File: src/rtl/edge_pkg.sv
// Shared types and helpers for the Sobel edge-magnitude pipeline.
package edge_pkg;

    localparam int unsigned DATA_W_DEF = 8;

    function automatic int unsigned grad_w(input int unsigned data_w);
        return data_w + 32'd3;
    endfunction

    localparam int unsigned GRAD_W = grad_w(DATA_W_DEF);

    typedef struct packed {
        logic sof;
        logic eol;
        logic eof;
    } pos_flags_t;

    // Clamp an unsigned value to the largest value representable in out_w bits.
    function automatic logic [31:0] saturate_u(input logic [31:0] val, input int unsigned out_w);
        logic [31:0] max_v;
        max_v = (32'd1 << out_w) - 32'd1;
        if (val > max_v) begin
            return max_v;
        end else begin
            return val;
        end
    endfunction

endpackage

File: src/rtl/edge_win_pos_cnt.sv
// Column/row position counter over the output window grid; emits sof/eol/eof
// for the window currently presented on i_valid.
module edge_win_pos_cnt
    import edge_pkg::*;
#(
    parameter int IMG_W = 640,
    parameter int IMG_H = 480
) (
    input  logic       clk,
    input  logic       rst,
    input  logic       i_valid,
    output pos_flags_t o_flags
);

    localparam int COL_W = $clog2(IMG_W);
    localparam int ROW_W = $clog2(IMG_H);

    logic [COL_W-1:0] r_col;
    logic [ROW_W-1:0] r_row;
    logic             w_eol;
    logic             w_last_row;

    assign w_eol      = (r_col == COL_W'(IMG_W - 3));
    assign w_last_row = (r_row == ROW_W'(IMG_H - 3));

    // Advance raster position on each accepted window, wrapping at line and frame end.
    always_ff @(posedge clk) begin
        if (rst) begin
            r_col <= '0;
            r_row <= '0;
        end else if (i_valid) begin
            if (w_eol) begin
                r_col <= '0;
                if (w_last_row) begin
                    r_row <= '0;
                end else begin
                    r_row <= r_row + ROW_W'(1);
                end
            end else begin
                r_col <= r_col + COL_W'(1);
            end
        end
    end

    // Flags describe the position of the window being accepted this cycle.
    always_comb begin
        o_flags     = '0;
        o_flags.sof = (r_col == COL_W'(0)) && (r_row == ROW_W'(0));
        o_flags.eol = w_eol;
        o_flags.eof = w_eol && w_last_row;
    end

endmodule

File: src/rtl/sobel_mag_3x3.sv
// Sobel |Gx|+|Gy| magnitude with scaling, saturation and thresholding over a
// 3x3 window stream; fixed 3-cycle latency with position flags carried along.
module sobel_mag_3x3
    import edge_pkg::*;
#(
    parameter int DATA_W    = 8,
    parameter int IMG_W     = 640,
    parameter int IMG_H     = 480,
    parameter int MAG_SHIFT = 0
) (
    input  logic              clk,
    input  logic              rst,
    input  logic [DATA_W-1:0] w00,
    input  logic [DATA_W-1:0] w01,
    input  logic [DATA_W-1:0] w02,
    input  logic [DATA_W-1:0] w10,
    input  logic [DATA_W-1:0] w11,
    input  logic [DATA_W-1:0] w12,
    input  logic [DATA_W-1:0] w20,
    input  logic [DATA_W-1:0] w21,
    input  logic [DATA_W-1:0] w22,
    input  logic              valid_in,
    input  logic [DATA_W-1:0] thresh,
    output logic [DATA_W-1:0] mag_out,
    output logic              edge_out,
    output logic              valid_out,
    output logic              sof_out,
    output logic              eol_out,
    output logic              eof_out
);

    localparam int SUM_W = DATA_W + 2;
    localparam int G_W   = int'(grad_w(DATA_W));

    pos_flags_t        w_flags;
    logic [SUM_W-1:0]  w_r, w_l, w_b, w_t;
    logic [G_W-1:0]    w_gx, w_gy;
    logic [SUM_W-1:0]  w_ax, w_ay;
    logic [G_W-1:0]    w_s;
    logic [DATA_W-1:0] w_mag;

    logic              r_v1, r_v2;
    pos_flags_t        r_f1, r_f2;
    logic [SUM_W-1:0]  r_r, r_l, r_b, r_t;
    logic [SUM_W-1:0]  r_ax, r_ay;

    edge_win_pos_cnt #(
        .IMG_W (IMG_W),
        .IMG_H (IMG_H)
    ) u_pos (
        .clk     (clk),
        .rst     (rst),
        .i_valid (valid_in),
        .o_flags (w_flags)
    );

    // Weighted column (R/L) and row (B/T) sums; the centre tap is doubled by a shift.
    always_comb begin
        w_r = {2'b00, w02} + {1'b0, w12, 1'b0} + {2'b00, w22};
        w_l = {2'b00, w00} + {1'b0, w10, 1'b0} + {2'b00, w20};
        w_b = {2'b00, w20} + {1'b0, w21, 1'b0} + {2'b00, w22};
        w_t = {2'b00, w00} + {1'b0, w01, 1'b0} + {2'b00, w02};
    end

    // Two's-complement differences; magnitudes never exceed 4*(2^DATA_W-1), so SUM_W bits suffice.
    always_comb begin
        w_gx = {1'b0, r_r} - {1'b0, r_l};
        w_gy = {1'b0, r_b} - {1'b0, r_t};
        w_ax = w_gx[G_W-1] ? SUM_W'(G_W'(0) - w_gx) : SUM_W'(w_gx);
        w_ay = w_gy[G_W-1] ? SUM_W'(G_W'(0) - w_gy) : SUM_W'(w_gy);
    end

    // Scale and clamp; the threshold compares against the clamped value.
    always_comb begin
        w_s   = (G_W'(r_ax) + G_W'(r_ay)) >> MAG_SHIFT;
        w_mag = DATA_W'(saturate_u(32'(w_s), DATA_W));
    end

    // Stage 1: capture sums and position flags of the incoming window.
    always_ff @(posedge clk) begin
        if (rst) begin
            r_v1 <= 1'b0;
            r_f1 <= '0;
            r_r  <= '0;
            r_l  <= '0;
            r_b  <= '0;
            r_t  <= '0;
        end else begin
            r_v1 <= valid_in;
            if (valid_in) begin
                r_f1 <= w_flags;
                r_r  <= w_r;
                r_l  <= w_l;
                r_b  <= w_b;
                r_t  <= w_t;
            end
        end
    end

    // Stage 2: absolute gradients.
    always_ff @(posedge clk) begin
        if (rst) begin
            r_v2 <= 1'b0;
            r_f2 <= '0;
            r_ax <= '0;
            r_ay <= '0;
        end else begin
            r_v2 <= r_v1;
            if (r_v1) begin
                r_f2 <= r_f1;
                r_ax <= w_ax;
                r_ay <= w_ay;
            end
        end
    end

    // Stage 3: registered outputs; data and flags hold between beats.
    always_ff @(posedge clk) begin
        if (rst) begin
            valid_out <= 1'b0;
            mag_out   <= '0;
            edge_out  <= 1'b0;
            sof_out   <= 1'b0;
            eol_out   <= 1'b0;
            eof_out   <= 1'b0;
        end else begin
            valid_out <= r_v2;
            if (r_v2) begin
                mag_out  <= w_mag;
                edge_out <= (w_mag >= thresh);
                sof_out  <= r_f2.sof;
                eol_out  <= r_f2.eol;
                eof_out  <= r_f2.eof;
            end
        end
    end

endmodule

File: config.mk
export PLATFORM = sky130hd
export DESIGN_NAME = sobel_mag_3x3
export DESIGN_NICKNAME = d
export VERILOG_FILES = /design/src/rtl/edge_pkg.sv /design/src/rtl/edge_win_pos_cnt.sv /design/src/rtl/sobel_mag_3x3.sv
export SDC_FILE = /design/constraint.sdc
export NUM_CORES = 1
export LEC_CHECK = 0
export CAP_MARGIN = 20
export CORE_MARGIN = 10
export CORE_UTILIZATION = 30
export CTS_CLUSTER_DIAMETER = 150
export CTS_CLUSTER_SIZE = 25
export DETAILED_ROUTE_END_ITERATION = 10
export PLACE_DENSITY = 0.58
export SYNTH_ARGS = -nofsm -noshare
export SYNTH_HDL_FRONTEND = slang
export SYNTH_SLANG_ARGS = --single-unit
File: constraint.sdc
create_clock -name clk -period 3.5 [get_ports clk]
set_input_delay 0.7 -clock clk [delete_from_list [all_inputs] [get_ports clk]]
set_output_delay 0.7 -clock clk [all_outputs]
set_load 0.05 [all_outputs]
==> results.py, run 1 <==
metrics = {
    "detailed_routing": {
        "num_vias": 5703,
        "first_iter_violations": 281,
        "antenna_left": 0,
        "route.detailed.drc": 0,
        "first_pass_iters": 4,
        "routed_wl_mm": 17.2,
        "routedWlPerCell_um": 13.8,
        "vias_per_cell": 4.55,
    },
    "placed_design": {
        "numPortBuffers": 87,
        "dp_hpwl_mm": 14.0,
        "gp_congestion": 0.815,
    },
    "timing": {
        "fmax_mhz": 302,
        "slew_viol_final": 0,
        "hold_viol": 0,
        "finalCriticalPeriod_ns": 3.31,
        "clock-skew-final_ns": 0.00846,
        "fin_crit_sh_pct": 94.5,
        "setup_viol": 0,
        "worst_pin_slew_ns": 0.785,
        "rsz0062_at_grt": "true",
        "max-slew-margin-rel_pct": 47.6,
    },
    "worst_setup_path": {
        "cp.depth": 14,
        "crit_chain": "clkdlybuf4s50_1, buf_4, fa_1, ha_1, inv_1, fa_1, nor2b_1, o21ai_0, a21oi_1, o21a_1, o21ai_0, nand2b_1, a21oi_1, a211oi_1",
        "critPathRequiredTime_ns": 3.76,
        "crit_family": "adder cells",
        "slowest_delay_ns": 0.54,
        "rrSetupSlack_ns": 0.19,
        "cp_slowest_cell": "fa_1",
        "worst_setup_path_start_kind": "input port",
        "cp-end-kind": "register",
        "critPathArrivalTime_ns": 3.57,
        "crit_path_end": "r_t[9]$_SDFFE_PP0P_",
        "reg2reg_depth": 18,
        "worstReg2RegStart": "r_ax[0]$_SDFFE_PP0P_",
        "crit_buf_inv": 3,
        "r2r-end": "edge_out$_SDFFE_PP0P_",
        "criticalPathCategory": "in2reg",
        "cp_max_fo": 2,
        "startpoint": "w00[1]",
    },
    "finish": {
        "final_cell_mix": "nor2_1, dfxtp_1, clkdlybuf4s50_1",
        "nets": 1124,
        "final_util_pct": 37.3,
        "drive_gt1_share_pct": 7.21,
        "final_common_cell": "nor2_1",
        "area_growth_pct": 22.8,
        "antenna_cells": 0,
    },
    "power_and_ir_drop": {
        "vdd_drop_max_mv": 0.237,
        "power.density_nw_per_um2": 537,
        "cellLeakagePower_uw": 0.00378,
        "total_power_uw": 4840,
    },
    "floorplanning": {
        "die-area_um2": 31100,
        "core_um2": 24200,
        "start_util_pct": 30.4,
        "fp-row-count": 57,
        "io_pins": 96,
        "die_y_um": 176,
        "die_width_um": 176,
    },
    "status": {
        "outcome": "finished clean",
    },
    "global_routing": {
        "grt_overflow_total": 0,
        "grt_usage_pct": 11.2,
        "grt_pass1_vias": 5616,
        "antenna_found_initial": 0,
        "grt_pass1_wl_mm": 28.6,
        "grt_max_degree": 45,
    },
    "yosys": {
        "synth_nets": 1033,
        "synth_top_area_share_pct": 27.3,
        "ys_warn_count": 0,
        "synth_area_leaders": "dfxtp_1, ha_1, fa_1",
        "synth_edf_count": 0,
        "ys.flop_type": "dfxtp_1",
        "syn_area_per_cell_um2": 8.81,
        "ys_ff_latch": 100,
        "synthesis.area_um2": 7340,
        "async_reset_ff_share_pct": 0,
        "syn-instance-count": 833,
        "synth-seq-area-share_pct": 27.3,
        "synth_top_cell_by_area": "dfxtp_1",
        "ys_types": 58,
    },
    "cts": {
        "cts_tree": "yes",
        "path_clk_slew_ns": 0.07,
        "clock-sinks": 100,
        "post-cts-setup-buffers": 0,
        "cts_made_buffers": 9,
        "clock_path_buffers": 2,
        "ctsHoldBuffers": 0,
        "htreeDepth": 3,
        "cts_root_buffer": "clkbuf_16",
        "insertion_delay_ns": 0.34,
    },
    "job": {
        "cap_violations": 0,
    },
    "worst_hold_path": {
        "hold_class": "reg2reg",
    },
}
## logic make-up (layout without fill, tap and decap cells)
family	after synthesis	in the layout	synth area share, %
XOR/XNOR	69	69	8.23
AND/OR/NAND/NOR	241	241	15.4
multiplexers	33	33	4.53
buffers and inverters	98	194	5.22
adder cells (fa/ha/maj)	117	117	23.5
AO/OA/AOI/OAI	175	175	15.8
flip-flops	100	100	27.3
## metrics by stage
step,cell area (um^2),cells,TNS [ns],setup slack (ns),hold WS [ns]
floorplan,7340,833,0,0.151,0.441
global placement,8660,1237,-0.718,-0.169,0.456
detailed placement,8660,1237,-1.13,-0.236,0.460
CTS,9010,1253,0,0.0273,0.472
global route,9010,1253,-0.0449,-0.0449,0.495
finish,9010,1253,0,0.191,0.468
## synthesized netlist by cell type, types with 9 or more instances
cell,count
nor2_1,114
o21a_1,9
dfxtp_1,100
mux2i_1,31
inv_1,65
nor2b_1,15
a21oi_1,55
a211oi_1,23
a21o_1,17
nand4_1,11
ha_1,82
nand2_1,36
o21ai_0,29
nand3_1,13
nand2b_1,11
clkbuf_1,21
nor3_1,13
xor2_1,30
fa_1,35
xnor2_1,39
## worst min-delay path by stage
stage	from	end	slack [ns]	cells after the start
floorplan	r_f1[2]$_SDFFE_PP0P_	r_f1[2]$_SDFFE_PP0P_	0.44	2
global placement	r_f1[0]$_SDFFE_PP0P_	r_f1[0]$_SDFFE_PP0P_	0.46	2
detailed placement	r_f1[2]$_SDFFE_PP0P_	r_f1[2]$_SDFFE_PP0P_	0.46	2
CTS	r_f1[0]$_SDFFE_PP0P_	r_f1[0]$_SDFFE_PP0P_	0.47	2
global route	r_f1[0]$_SDFFE_PP0P_	r_f1[0]$_SDFFE_PP0P_	0.50	2
finish	r_t[5]$_SDFFE_PP0P_	r_t[5]$_SDFFE_PP0P_	0.47	2
## state kept, by name (all words and copies together), names as in the netlist
name,cells
valid_out,1
r_t,10
mag_out,8
r_l,10
edge_out,1
r_b,10
r_f1,3
r_f2,3
r_r,10
eof_out,1
sof_out,1
r_ax,10
u_pos.r_col,10
eol_out,1
r_v2,1
u_pos.r_row,9
r_ay,10
r_v1,1
## power by group
| group | switching, uW | leakage (uW) | internal [uW] |
|---|---|---|---|
| logic | 1270 | 0.00279 | 1090 |
| registers | 81.2 | 0.000820 | 1260 |
| clock network | 440 | 0.000165 | 705 |
| total | 1790 | 0.00378 | 3050 |
## cell type report
type,instances,area (um^2)
multi-input combinational,635,4970
clock buffer,11,233
fill,2503,15200
sequential,100,2000
clock inverter,5,108
inverter,66,248
timing repair buffer,112,1050
tap,324,405
## timing repair
action	4_1_cts	5_1_grt
pin swaps	0	2
setup endpoints to repair	1	2
gates resized for setup	3	4
## tightest hold or removal path: cells and delay by family (launching register included)
family,cells,cell delay (ns)
flops,1,0.31
simple gates,1,0.06
compound gates,1,0.05
## per-layer routing
layer / vias to the layer above / routed length (um) / global-route usage, %
met3: 2 / 1040 / 3.61
met1: 2567 / 8650 / 14.8
met4: 0 / 82 / 2.94
met2: 90 / 7470 / 17.3
met5: - / 0 / 0
li1: 3044 / - / -
No activity file was read; power rests on OpenSTA's default activity.
==> run 2: changes to the inputs <==
- TNS_END_PERCENT: not set -> 50
==> results of run 2 <==
Same layout as run 1: the final DEF is identical, and so are final timing and power.
==> run 3: changes to the inputs <==
- CTS_BUF_LIST: not set -> sky130_fd_sc_hd__clkbuf_4 sky130_fd_sc_hd__clkbuf_8 sky130_fd_sc_hd__clkbuf_16
- GPL_ROUTABILITY_DRIVEN: not set -> 0
==> run 3 against run 2 <==
  * Power up 0.44%
  * Cell area about the same
  * Highest routed layer unchanged
  * Global-route usage about the same
  * Clock skew down 0.0010 ns
  * Clock power about the same
==> results.py, run 3 (same netlist as run 1, synthesis figures left out) <==
metrics = {
    "floorplanning": {
        "core_um2": 24200,
        "die-area_um2": 31100,
        "die_y_um": 176,
        "start_util_pct": 30.4,
        "fp-row-count": 57,
        "die_width_um": 176,
        "io_pins": 96,
    },
    "job": {
        "cap_violations": 0,
    },
    "cts": {
        "cts_root_buffer": "clkbuf_16",
        "htreeDepth": 3,
        "clock-sinks": 100,
        "path_clk_slew_ns": 0.07,
        "ctsHoldBuffers": 0,
        "clock_path_buffers": 2,
        "cts_tree": "yes",
        "cts_made_buffers": 9,
        "insertion_delay_ns": 0.35,
    },
    "worst_setup_path": {
        "rrSetupSlack_ns": 0.19,
        "r2r-end": "edge_out$_SDFFE_PP0P_",
        "reg2reg_depth": 18,
        "worst_setup_path_start_kind": "input port",
        "worstReg2RegStart": "r_ax[0]$_SDFFE_PP0P_",
        "cp_max_fo": 2,
        "critPathRequiredTime_ns": 3.76,
        "criticalPathCategory": "in2reg",
        "critPathArrivalTime_ns": 3.58,
        "cp-end-kind": "register",
    },
    "detailed_routing": {
        "first_pass_iters": 4,
        "wl_met1_mm": 8.67,
        "first_iter_violations": 286,
        "met3WireLength_mm": 1.06,
        "routed_wl_mm": 17.2,
        "wl_met2_mm": 7.39,
        "dr.max_layer_used": "met4",
        "vias_per_cell": 4.57,
        "route.detailed.drc": 0,
        "num_vias": 5728,
        "routedWlPerCell_um": 13.8,
        "antenna_left": 0,
    },
    "timing": {
        "slew_viol_final": 0,
        "clock-skew-final_ns": 0.00746,
        "fmax_mhz": 302,
        "worst_pin_slew_ns": 0.785,
        "fin_ws_ns": 0.185,
        "max-slew-margin-rel_pct": 47.6,
        "hold_viol": 0,
        "setup_viol": 0,
        "fin_crit_sh_pct": 94.7,
        "rsz0062_at_grt": "true",
        "finalCriticalPeriod_ns": 3.32,
        "fin_setup_tns_ns": 0,
    },
    "power_and_ir_drop": {
        "cellLeakagePower_uw": 0.00379,
        "power.density_nw_per_um2": 539,
        "vdd_drop_max_mv": 0.239,
    },
    "worst_hold_path": {
        "hold_path_end": "r_f1[0]$_SDFFE_PP0P_",
        "whs_path_depth": 2,
        "hold_start": "r_f1[0]$_SDFFE_PP0P_",
        "hold_class": "reg2reg",
    },
    "finish": {
        "final_common_cell": "nor2_1",
        "final_util_pct": 37.3,
        "drive_gt1_share_pct": 7.43,
        "antenna_cells": 0,
        "nets": 1124,
        "final_cell_mix": "nor2_1, dfxtp_1, clkdlybuf4s50_1",
        "area_growth_pct": 22.9,
    },
    "global_routing": {
        "grt_overflow_total": 0,
        "grt_pass1_wl_mm": 28.5,
        "grt_max_degree": 45,
        "antenna_found_initial": 0,
        "grt_usage_pct": 11.2,
        "grt_pass1_vias": 5600,
    },
    "placed_design": {
        "dp_hpwl_mm": 14.0,
        "dp_slack_ns": -0.236,
        "numPortBuffers": 87,
    },
    "status": {
        "outcome": "finished clean",
    },
}
==> run 3: cell counts in the layout (fill, tap and decap cells not counted) <==
Identical to the previous run, type by type.
==> run 3: how the worst max path moves through the flow <==
stage / endpoint / depth (start not counted) / slack, ns / from
floorplan: edge_out$_SDFFE_PP0P_ / 18 / 0.15 / r_ax[0]$_SDFFE_PP0P_
global placement: r_l[9]$_SDFFE_PP0P_ / 13 / -0.17 / w00[1]
detailed placement: r_l[9]$_SDFFE_PP0P_ / 13 / -0.24 / w00[1]
CTS: edge_out$_SDFFE_PP0P_ / 18 / 0.03 / r_ax[0]$_SDFFE_PP0P_
global route: edge_out$_SDFFE_PP0P_ / 18 / -0.04 / r_ax[0]$_SDFFE_PP0P_
finish: r_t[9]$_SDFFE_PP0P_ / 14 / 0.18 / w00[1]
==> run 3: final cells by class <==
type / count / area (um^2)
Clock buffer: 11 / 240
Clock inverter: 5 / 108
Fill cell: 2500 / 15200
Inverter: 66 / 248
Multi-Input combinational cell: 635 / 4970
Sequential cell: 100 / 2000
Tap cell: 324 / 405
Timing Repair Buffer: 112 / 1050
==> run 3: power breakdown <==
part | switching (uW) | internal, uW
Combinational | 1280 | 1090
Sequential | 80.7 | 1260
Clock | 443 | 721
==> run 3: stage by stage <==
| step | cells | cell area (um^2) | power, uW | hold slack [ns] |
|---|---|---|---|---|
| floorplan | 833 | 7340 | 3120 | 0.441 |
| global placement | 1237 | 8660 | 3680 | 0.456 |
| detailed placement | 1237 | 8660 | 3710 | 0.460 |
| CTS | 1253 | 9020 | 4910 | 0.472 |
| global route | 1253 | 9020 | 5280 | 0.495 |
| finish | 1253 | 9020 | 4860 | 0.470 |
==> run 3: repair_timing <==
action	in CTS	in global routing
pin swaps	0	2
setup buffers	0	0
gates resized for setup	3	4
setup endpoints to repair	1	2
endpoints found under the hold margin	0	0
==> run 3: critical path, cell delays in order <==
cell and delay (ns):
clkdlybuf4s50_1 0.45, buf_4 0.16, fa_1 0.54, ha_1 0.19, inv_1 0.06, fa_1 0.39, nor2b_1 0.18, o21ai_0 0.12
a21oi_1 0.21, o21a_1 0.15, o21ai_0 0.08, nand2b_1 0.08, a21oi_1 0.06, a211oi_1 0.21
==> run 3: routing by layer <==
| layer | vias to the layer above | GRT usage [%] |
|---|---|---|
| li1 | 3052 | - |
| met1 | 2573 | 14.7 |
| met2 | 97 | 17.3 |
| met3 | 6 | 3.61 |
| met4 | 0 | 2.94 |
| met5 | - | 0 |
